**config.mk**
```make
export PLATFORM = sky130hd
export DESIGN_NAME = conv2d_1_img_feeder
export DESIGN_NICKNAME = d
export VERILOG_FILES = /design/src/rtl/cnn_if_pkg.sv /design/src/rtl/frame_addr_counter.sv /design/src/rtl/conv2d_1_img_feeder.sv
export SDC_FILE = /design/constraint.sdc
export NUM_CORES = 1
export LEC_CHECK = 0
export ABC_AREA = 1
export BUFFER_PORTS_ARGS = -buffer_cell sky130_fd_sc_hd__buf_2
export CAP_MARGIN = 20
export CORE_UTILIZATION = 55
export DETAILED_ROUTE_END_ITERATION = 8
export MAX_ROUTING_LAYER = met4
export PLACE_DENSITY = 0.77
export REMOVE_ABC_BUFFERS = 1
export SLEW_MARGIN = 10
export SYNTH_ARGS = -nofsm -noshare
export SYNTH_HDL_FRONTEND = slang
export SYNTH_SLANG_ARGS = --single-unit
```
**constraint.sdc**
```tcl
create_clock -name clk -period 2.79 [get_ports clk]
set_clock_uncertainty 0.05 [all_clocks]
set_input_delay 0.558 -clock clk [delete_from_list [all_inputs] [get_ports clk]]
set_output_delay 0.558 -clock clk [all_outputs]
set_load 0.005 [all_outputs]
```
**src/rtl/cnn_if_pkg.sv**
```systemverilog
// Shared types and layer-1 geometry for the Conv2D image-load interface.
package cnn_if_pkg;

  typedef enum logic [2:0] {
    ST_IDLE,
    ST_LOAD,
    ST_GAP,
    ST_ARM,
    ST_BUSY
  } feeder_state_e;

  localparam int L1_IMG_H     = 35;
  localparam int L1_IMG_W     = 35;
  localparam int L1_ADDR_BASE = 1;
  localparam int L1_FRAME_PIX = L1_IMG_H * L1_IMG_W;

  function automatic int frame_pix(input int h, input int w);
    return h * w;
  endfunction

endpackage

```
**src/rtl/frame_addr_counter.sv**
```systemverilog
// Pixel index within a frame: restarts on sof, wraps after the last pixel,
// and presents the buffer address of the pixel currently being accepted.
module frame_addr_counter #(
  parameter int FRAME_PIX = 1225,
  parameter int ADDR_W    = 16,
  parameter int ADDR_BASE = 1
) (
  input  logic              clk,
  input  logic              rst,
  input  logic              step,
  input  logic              restart,
  output logic              last,
  output logic [ADDR_W-1:0] addr
);

  localparam logic [ADDR_W-1:0] LAST_IDX = ADDR_W'(FRAME_PIX - 1);
  localparam logic [ADDR_W-1:0] BASE     = ADDR_W'(ADDR_BASE);

  logic [ADDR_W-1:0] idx_q;
  logic [ADDR_W-1:0] cur_idx;

  // A sof pixel always lands on index 0, whatever was in progress.
  assign cur_idx = restart ? '0 : idx_q;
  assign last    = (cur_idx == LAST_IDX);
  assign addr    = BASE + cur_idx;

  always_ff @(posedge clk or posedge rst) begin
    if (rst) begin
      idx_q <= '0;
    end else if (step) begin
      idx_q <= last ? '0 : cur_idx + ADDR_W'(1);
    end
  end

endmodule

```
**src/rtl/conv2d_1_img_feeder.sv**
```systemverilog
// Loads one image frame into the Conv2D_1 buffer from a valid/ready pixel
// stream, then enables the layer and waits for it to consume the frame.
//
//   state | meaning
//   IDLE  | waiting for a sof pixel; non-sof pixels are dropped
//   LOAD  | writing pixels, one per accepted beat
//   GAP   | frame written, settling before layer_enable
//   ARM   | layer_enable high, waiting for img_data_rd_en to rise
//   BUSY  | layer computing, waiting for img_data_rd_en to fall
module conv2d_1_img_feeder
  import cnn_if_pkg::*;
#(
  parameter int IMG_H      = L1_IMG_H,
  parameter int IMG_W      = L1_IMG_W,
  parameter int DATA_W     = 16,
  parameter int ADDR_W     = 16,
  parameter int ADDR_BASE  = L1_ADDR_BASE,
  parameter int ENABLE_GAP = 5,
  parameter int TIMEOUT    = 65535
) (
  input  logic              clk,
  input  logic              rst,
  input  logic              pix_valid,
  input  logic [DATA_W-1:0] pix_data,
  input  logic              pix_sof,
  output logic              pix_ready,
  output logic              img_data_wr_en,
  output logic [DATA_W-1:0] img_data_in,
  output logic [ADDR_W-1:0] img_data_addr,
  output logic              layer_enable,
  input  logic              img_data_rd_en,
  output logic              frame_done,
  output logic              err_sof,
  output logic              err_timeout
);

  localparam int FRAME_PIX = frame_pix(IMG_H, IMG_W);
  localparam int GAP_W     = (ENABLE_GAP > 1) ? $clog2(ENABLE_GAP) : 1;
  localparam int TO_W      = (TIMEOUT > 1) ? $clog2(TIMEOUT) : 1;
  localparam logic [GAP_W-1:0] GAP_LOAD = GAP_W'((ENABLE_GAP > 0) ? ENABLE_GAP - 1 : 0);
  localparam logic [TO_W-1:0]  TO_LOAD  = TO_W'((TIMEOUT > 0) ? TIMEOUT - 1 : 0);

  if ((longint'(FRAME_PIX) + longint'(ADDR_BASE)) > ((longint'(1) << ADDR_W) - 1))
  begin : g_addr_range_check
    $error("conv2d_1_img_feeder: frame does not fit in ADDR_W address space");
  end

  feeder_state_e     state_q, state_d;
  logic [GAP_W-1:0]  gap_q, gap_d;
  logic [TO_W-1:0]   to_q, to_d;
  logic              le_d, done_d, err_sof_d, err_to_d;
  logic              go_gap;
  logic              accept, wr_fire, last_pix;
  logic [ADDR_W-1:0] cnt_addr;

  // Held low during reset so upstream never sees a handshake it cannot complete.
  assign pix_ready = ~rst & ((state_q == ST_IDLE) | (state_q == ST_LOAD));
  assign accept    = pix_valid & pix_ready;
  assign wr_fire   = accept & ((state_q == ST_LOAD) | pix_sof);

  frame_addr_counter #(
    .FRAME_PIX (FRAME_PIX),
    .ADDR_W    (ADDR_W),
    .ADDR_BASE (ADDR_BASE)
  ) u_addr_cnt (
    .clk     (clk),
    .rst     (rst),
    .step    (wr_fire),
    .restart (pix_sof),
    .last    (last_pix),
    .addr    (cnt_addr)
  );

  always_comb begin
    state_d   = state_q;
    gap_d     = gap_q;
    to_d      = to_q;
    le_d      = layer_enable;
    done_d    = 1'b0;
    err_sof_d = err_sof;
    err_to_d  = err_timeout;
    go_gap    = 1'b0;

    case (state_q)
      ST_IDLE: begin
        if (accept) begin
          if (!pix_sof)      err_sof_d = 1'b1;
          else if (last_pix) go_gap    = 1'b1;
          else               state_d   = ST_LOAD;
        end
      end
      ST_LOAD: begin
        if (accept) begin
          if (pix_sof)  err_sof_d = 1'b1;
          if (last_pix) go_gap    = 1'b1;
        end
      end
      ST_GAP: begin
        if (gap_q == '0) begin
          state_d = ST_ARM;
          le_d    = 1'b1;
          to_d    = TO_LOAD;
        end else begin
          gap_d = gap_q - GAP_W'(1);
        end
      end
      ST_ARM: begin
        if (img_data_rd_en) begin
          state_d = ST_BUSY;
        end else if (TIMEOUT != 0) begin
          if (to_q == '0) begin
            err_to_d = 1'b1;
            le_d     = 1'b0;
            state_d  = ST_IDLE;
          end else begin
            to_d = to_q - TO_W'(1);
          end
        end
      end
      ST_BUSY: begin
        if (!img_data_rd_en) begin
          le_d    = 1'b0;
          done_d  = 1'b1;
          state_d = ST_IDLE;
        end
      end
      default: state_d = ST_IDLE;
    endcase

    // A zero gap arms the layer straight off the last write.
    if (go_gap) begin
      if (ENABLE_GAP == 0) begin
        state_d = ST_ARM;
        le_d    = 1'b1;
        to_d    = TO_LOAD;
      end else begin
        state_d = ST_GAP;
        gap_d   = GAP_LOAD;
      end
    end
  end

  always_ff @(posedge clk or posedge rst) begin
    if (rst) begin
      state_q        <= ST_IDLE;
      gap_q          <= '0;
      to_q           <= '0;
      img_data_wr_en <= 1'b0;
      img_data_in    <= '0;
      img_data_addr  <= ADDR_W'(ADDR_BASE);
      layer_enable   <= 1'b0;
      frame_done     <= 1'b0;
      err_sof        <= 1'b0;
      err_timeout    <= 1'b0;
    end else begin
      state_q        <= state_d;
      gap_q          <= gap_d;
      to_q           <= to_d;
      img_data_wr_en <= wr_fire;
      layer_enable   <= le_d;
      frame_done     <= done_d;
      err_sof        <= err_sof_d;
      err_timeout    <= err_to_d;
      if (wr_fire) begin
        img_data_in   <= pix_data;
        img_data_addr <= cnt_addr;
      end
    end
  end

endmodule

```
Yosys cells after proc, flatten, opt, wreduce, memory -nomap -nowiden

Cells that the tools add are included.

Register bits: 75
Bits in latches: 0
Memory bits (writable): 0
ROM bits: 0
Bits of input ports: 21
Output and inout port bits: 38
Word-level logic and storage cells: 91
Memories: 0

Add/subtract/negate cells: 3
Multipliers: 0
Divide/modulo/power cells: 0
Order comparisons: 0
Equality and inequality tests: 22
Shifts and indexed selects: 0
Muxes and demuxes: 35
Bitwise operators: 7
Reduce and logical (&&, ||, !) cells: 13

Operators with widths:

| cell                    | number |
|---|---|
| $mux W16                | 5 |
| $mux W3                 | 11 |
| $pmux W16 S2            | 1 |
| $ne A2 B2 Y1 const B    | 11 |
| $add A1 B16 Y16 const A | 1 |
| $eq A16 B11 Y1 const B  | 1 |
| $logic_not A16 Y1       | 1 |
| $sub A16 B1 Y16 const B | 1 |
| $ne A3 B3 Y1 const B    | 5 |
| $pmux W3 S5             | 1 |
| $mux W1                 | 14 |
| $reduce_and A5 Y1       | 2 |
| $reduce_and A7 Y1       | 1 |
| $eq A3 B2 Y1 const B    | 2 |
| $logic_not A3 Y1        | 2 |
| $reduce_bool A2 Y1      | 3 |
| $ne A4 B4 Y1 const B    | 1 |
| $pmux W1 S2             | 2 |
| $reduce_and A4 Y1       | 1 |
| $and A1 B1 Y1           | 3 |
| $eq A3 B1 Y1 const B    | 1 |
| $eq A3 B3 Y1 const B    | 1 |
| $pmux W1 S3             | 1 |
| $reduce_and A3 Y1       | 1 |
| other kinds (5)         | 7 |

Depth between registers and ports, before layout

Depth after elaboration: 8
Mapped depth: 13

Cells and area by module

A second synthesis with hierarchy kept.

Cell total of the unflattened synthesis: 577
Area, all modules: 4,330.4 µm²

By module, submodules not included:

| module              | times used | cells each | area an instance (µm²) |
|---|---|---|---|
| conv2d_1_img_feeder | 1          | 377        | 2,992.9 |
| frame_addr_counter  | 1          | 200        | 1,337.5 |

Worst setup path after synthesis

OpenSTA, ideal clock, no wires.

Path type: input -> register
From: input rst
To: register state_q[1]
Setup time: 0.117 ns
Arrival time: 3.214 ns
Setup slack: -0.591 ns
Stages: 9
Buffers on the path: 1
Cells stage by stage: inv_1 nand3_1 a21oi_2 buf_4 nand3_2 nand2_1 nand3_1 nand2_1 nand2_1

Word-level cells in the longest chain between the ends: 7
Elaborated cells between the ends (all ways): 15
Those cells by class: eq/ne: 7; mux: 4; bitwise: 3; reduce/logical: 1

Ends and longest elaborated chain:

| element                                                     | line                                                 | RTL |
|---|---|---|
| start, declared                                             | conv2d_1_img_feeder.sv:22                            | `input logic rst,` |
| $not A1 Y1 (*)                                              | conv2d_1_img_feeder.sv:57                            | `assign pix_ready = ~rst & ((state_q == ST_IDLE) \| (state_q == ST_LOAD));` |
| $and A1 B1 Y1 (*)                                           | conv2d_1_img_feeder.sv:57                            |  |
| $and A1 B1 Y1 (*)                                           | conv2d_1_img_feeder.sv:58                            | `assign accept = pix_valid & pix_ready;` |
| $mux W1 (on tied branches)                                  | conv2d_1_img_feeder.sv:93, conv2d_1_img_feeder.sv:86 |  |
| $pmux W1 S2                                                 | conv2d_1_img_feeder.sv:84                            | `case (state_q)` |
| $ne A4 B4 Y1 (no source line), or another cell as far along | n/a                                                  |  |
| $reduce_and A7 Y1 (no source line)                          | n/a                                                  |  |
| end signal, assigned                                        | conv2d_1_img_feeder.sv:156                           | `state_q <= state_d;` |
| end, declared                                               | conv2d_1_img_feeder.sv:48                            | `feeder_state_e state_q, state_d;` |

Every way passes the cells marked *; elsewhere a longest branch is shown, timed or not.
A chain may end at the register's enable or synchronous reset.

Worst setup path after layout

From: register state_q[1]
To: register state_q[1]

Word-level cells in the longest chain between the ends: 8
Elaborated cells between the ends (all ways): 21
Those cells by class: eq/ne: 11; mux: 5; bitwise: 3; reduce/logical: 2

Ends and longest elaborated chain:

| element                                                     | line |
|---|---|
| $eq A3 B1 Y1 / $logic_not A3 Y1 (equally long branches)     | conv2d_1_img_feeder.sv:57, conv2d_1_img_feeder.sv:84 |
| $or A1 B1 Y1                                                | conv2d_1_img_feeder.sv:57 |
| $and A1 B1 Y1                                               | conv2d_1_img_feeder.sv:57 |
| $and A1 B1 Y1                                               | conv2d_1_img_feeder.sv:58 |
| $mux W1 (on tied branches)                                  | conv2d_1_img_feeder.sv:93, conv2d_1_img_feeder.sv:86 |
| $pmux W1 S2                                                 | conv2d_1_img_feeder.sv:84 |
| $ne A4 B4 Y1 (no source line), or another cell as far along | n/a |
| $reduce_and A7 Y1 (no source line)                          | n/a |

Parallel ways exist; a longest one is shown, timed or not.

==> results.toml <==
[global_route]
met1_usage_pct = 35.3
grt_first_pass_wirelength_um = 14800
use_met3_pct = 5.12
top_usage_layer = "met2"
grt_pass1_vias = 3241
grt_use_met2_pct = 39.6
grt_usage_pct = 26.2
antenna_found_initial = 0
grt_max_degree = 76
grt-ovfl-total = 0

[layout]
fill_cells = 624
layout-drive-gt1-share_pct = 17.8
n_antenna_cell = 0
fin_util_pct = 65.6
stdcell_count = 686
nets = 611
areaGrowthSynthToFinish_pct = 13.8

[power]
p_int_mw = 1.79
power_frac_seq_pct = 51.0
p_per_area_nw_per_um2 = 579
clkPwrFrac_pct = 29.1
power.switching_mw = 0.836
comb_power_share_pct = 19.8
p_leak_nw = 2.41
vdd_drop_max_mv = 0.405
swShare_pct = 31.9
total_power_mw = 2.62

[cts]
cts-buffers-inserted = 9
cts_setup_buffers = 0
clock_latency_ns = 0.37
htree_levels = 3
cts.sinks = 75
clock_path_buffers = 2
ctsResizeCount = 0
cts.reportedPaths.clkPinSlew_ns = 0.09
clock-root-buffer = "clkbuf_8"
postCtsHoldBufs = 0
cts_tree = "done"

[critical_path]
cp.arrival_ns = 2.33
cp_max_fo = 46
setup.worst_path.start = "state_q[1]"
worstSetupPathType = "register to register"
required_ns = 3.00
reg2regPathDepth = 9
reg2reg_from = "state_q[1]"
cp-start-kind = "register"
end_kind = "register"

[placement]
io_buffers = 58
dp_cells = 670
routabilityCongestion = 0.937
dp_hpwl_um = 6280

[job]
drv_cap = 0

[routing]
antenna_left = 0
num_vias = 3482
drtIter0Drc = 270
avgViaCountPerCell = 5.08
wl_per_cell_um = 12.7
first_pass_iters = 5
drc = 0
finalWirelength_um = 8720

[sta]
worst_pin_slew_ns = 0.926
fmax_mhz = 471
period_needed_ns = 2.12
final-setup-viol-count = 0
maxSlewHeadroom_pct = 38.3
drv_slew = 0
tns_ns = 0
hold_viol = 0
rsz0062_at_grt = "false"
finalCritPeriodShare_pct = 76.1

[synthesis]
netlist_instances = 524
yosysSeqAreaShare_pct = 47.2
synth-warning-count = 0
avgSynthCellArea_um2 = 7.60
synth-edff-count = 0
syn_area_um2 = 3980
synthFlopType = "dfrtp_1"
synth-seq-cells = 75
async_flop_share_pct = 100
synth_cell_types = 36

[die]
fp.dieH_um = 87.1
ios = 59
die-area_um2 = 7580
core_area_um2 = 6910
die_x_um = 87.1
rows = 30
initial_core_util_pct = 57.6

[min_path]
hold_path.class = "input pin to register"
worstHoldStart = "pix_data[5]"
min_path_cells = 3

[run_status]
outcome = "finished clean"
==> synthesized netlist by cell type, types with 4 or more instances <==
cell        n  area, um^2
nand2_1   182         683
dfrtp_1    74        1850
nor2_1     58         218
inv_1      57         214
nand3_1    33         165
o21ai_0    19        95.1
o21ai_1    16        80.1
xor2_1     11        96.3
buf_2       6        30.0
nand4_1     6        37.5
o22ai_1     6        37.5
a21oi_1     5        25.0
ha_1        5        62.6
nor3_1      5        25.0
inv_2       4        15.0
nand3b_1    4        30.0
==> cell type report <==
class	count	area, um^2	area share [%]
Clock inverter	6	48.8	1.08
Sequential cell	75	1880	41.5
Timing Repair Buffer	64	335	7.40
Inverter	61	229	5.05
Tap cell	96	120	2.65
Multi-Input combinational cell	374	1790	39.5
Clock buffer	10	128	2.82
==> metrics by stage <==
stage                     cell area, um^2  hold WS [ns]  setup WS, ns
after floorplan                      3890         0.403         -2.18
after CTS                            4530         0.328         0.654
final                                4530         0.334         0.668
after global placement               4350         0.399         0.455
after global routing                 4530         0.326         0.425
after detailed placement             4350         0.406         0.362
==> per-layer routing <==
layer | up-vias | share of wire, %
met5 | - | 0
met4 | 0 | 1.6
met3 | 13 | 4.4
met2 | 103 | 45
met1 | 1602 | 49
li1 | 1764 | -
==> cells in the final DEF (no fill, tap or decap), drive strengths merged, types with 10 or more instances in the layout <==
cell type	n
nand2	186
o21ai	36
dfrtp	74
inv	63
buf	64
xor2	11
nand3	36
nor2	63
clkbuf	10
==> critical path: stages, from the launching register on <==
cell	delay (ns)
dfrtp_1	0.45
nor2_1	0.20
nand3_1	0.20
a21oi_4	0.17
buf_4	0.42
nand3_2	0.15
nand2_1	0.14
nand3_1	0.11
nand2_1	0.08
nand2_1	0.05
==> sequential cells by signal (all words and copies together) (netlist names) <==
register,count
img_data_addr,16
img_data_in,16
to_q,16
u_addr_cnt.idx_q,16
gap_q,3
state_q,3
err_sof,1
err_timeout,1
frame_done,1
img_data_wr_en,1
layer_enable,1
==> cell families after synthesis <==
| kind of cell | Yosys count | synth area share [%] |
|---|---|---|
| AO/OA/AOI/OAI | 53 | 7.51 |
| XOR/XNOR | 11 | 2.42 |
| flip-flops | 75 | 47.2 |
| buffers and inverters | 75 | 8.01 |
| adder cells (fa/ha/maj) | 5 | 1.57 |
| AND/OR/NAND/NOR | 305 | 33.3 |
==> power groups by stage <==
stage	Combinational, mW	Clock (mW)	Sequential (mW)
floorplan	0.286	0	1.36
global placement	0.512	0	1.36
detailed placement	0.527	0	1.36
CTS	0.527	0.785	1.34
global route	0.599	0.830	1.36
finish	0.521	0.764	1.34
==> path summary, 6_finish.rpt <==
kind	end	slack [ns]
setup / recovery	state_q[1]	0.67
hold / removal	img_data_in[5]	0.33
setup reg to reg	state_q[1]	0.67
hold reg to reg	img_data_addr[0]	0.42
max in group asynchronous	img_data_addr[14]	1.63
min in group asynchronous	img_data_in[3]	0.44
(Power assumes the default switching activity.)
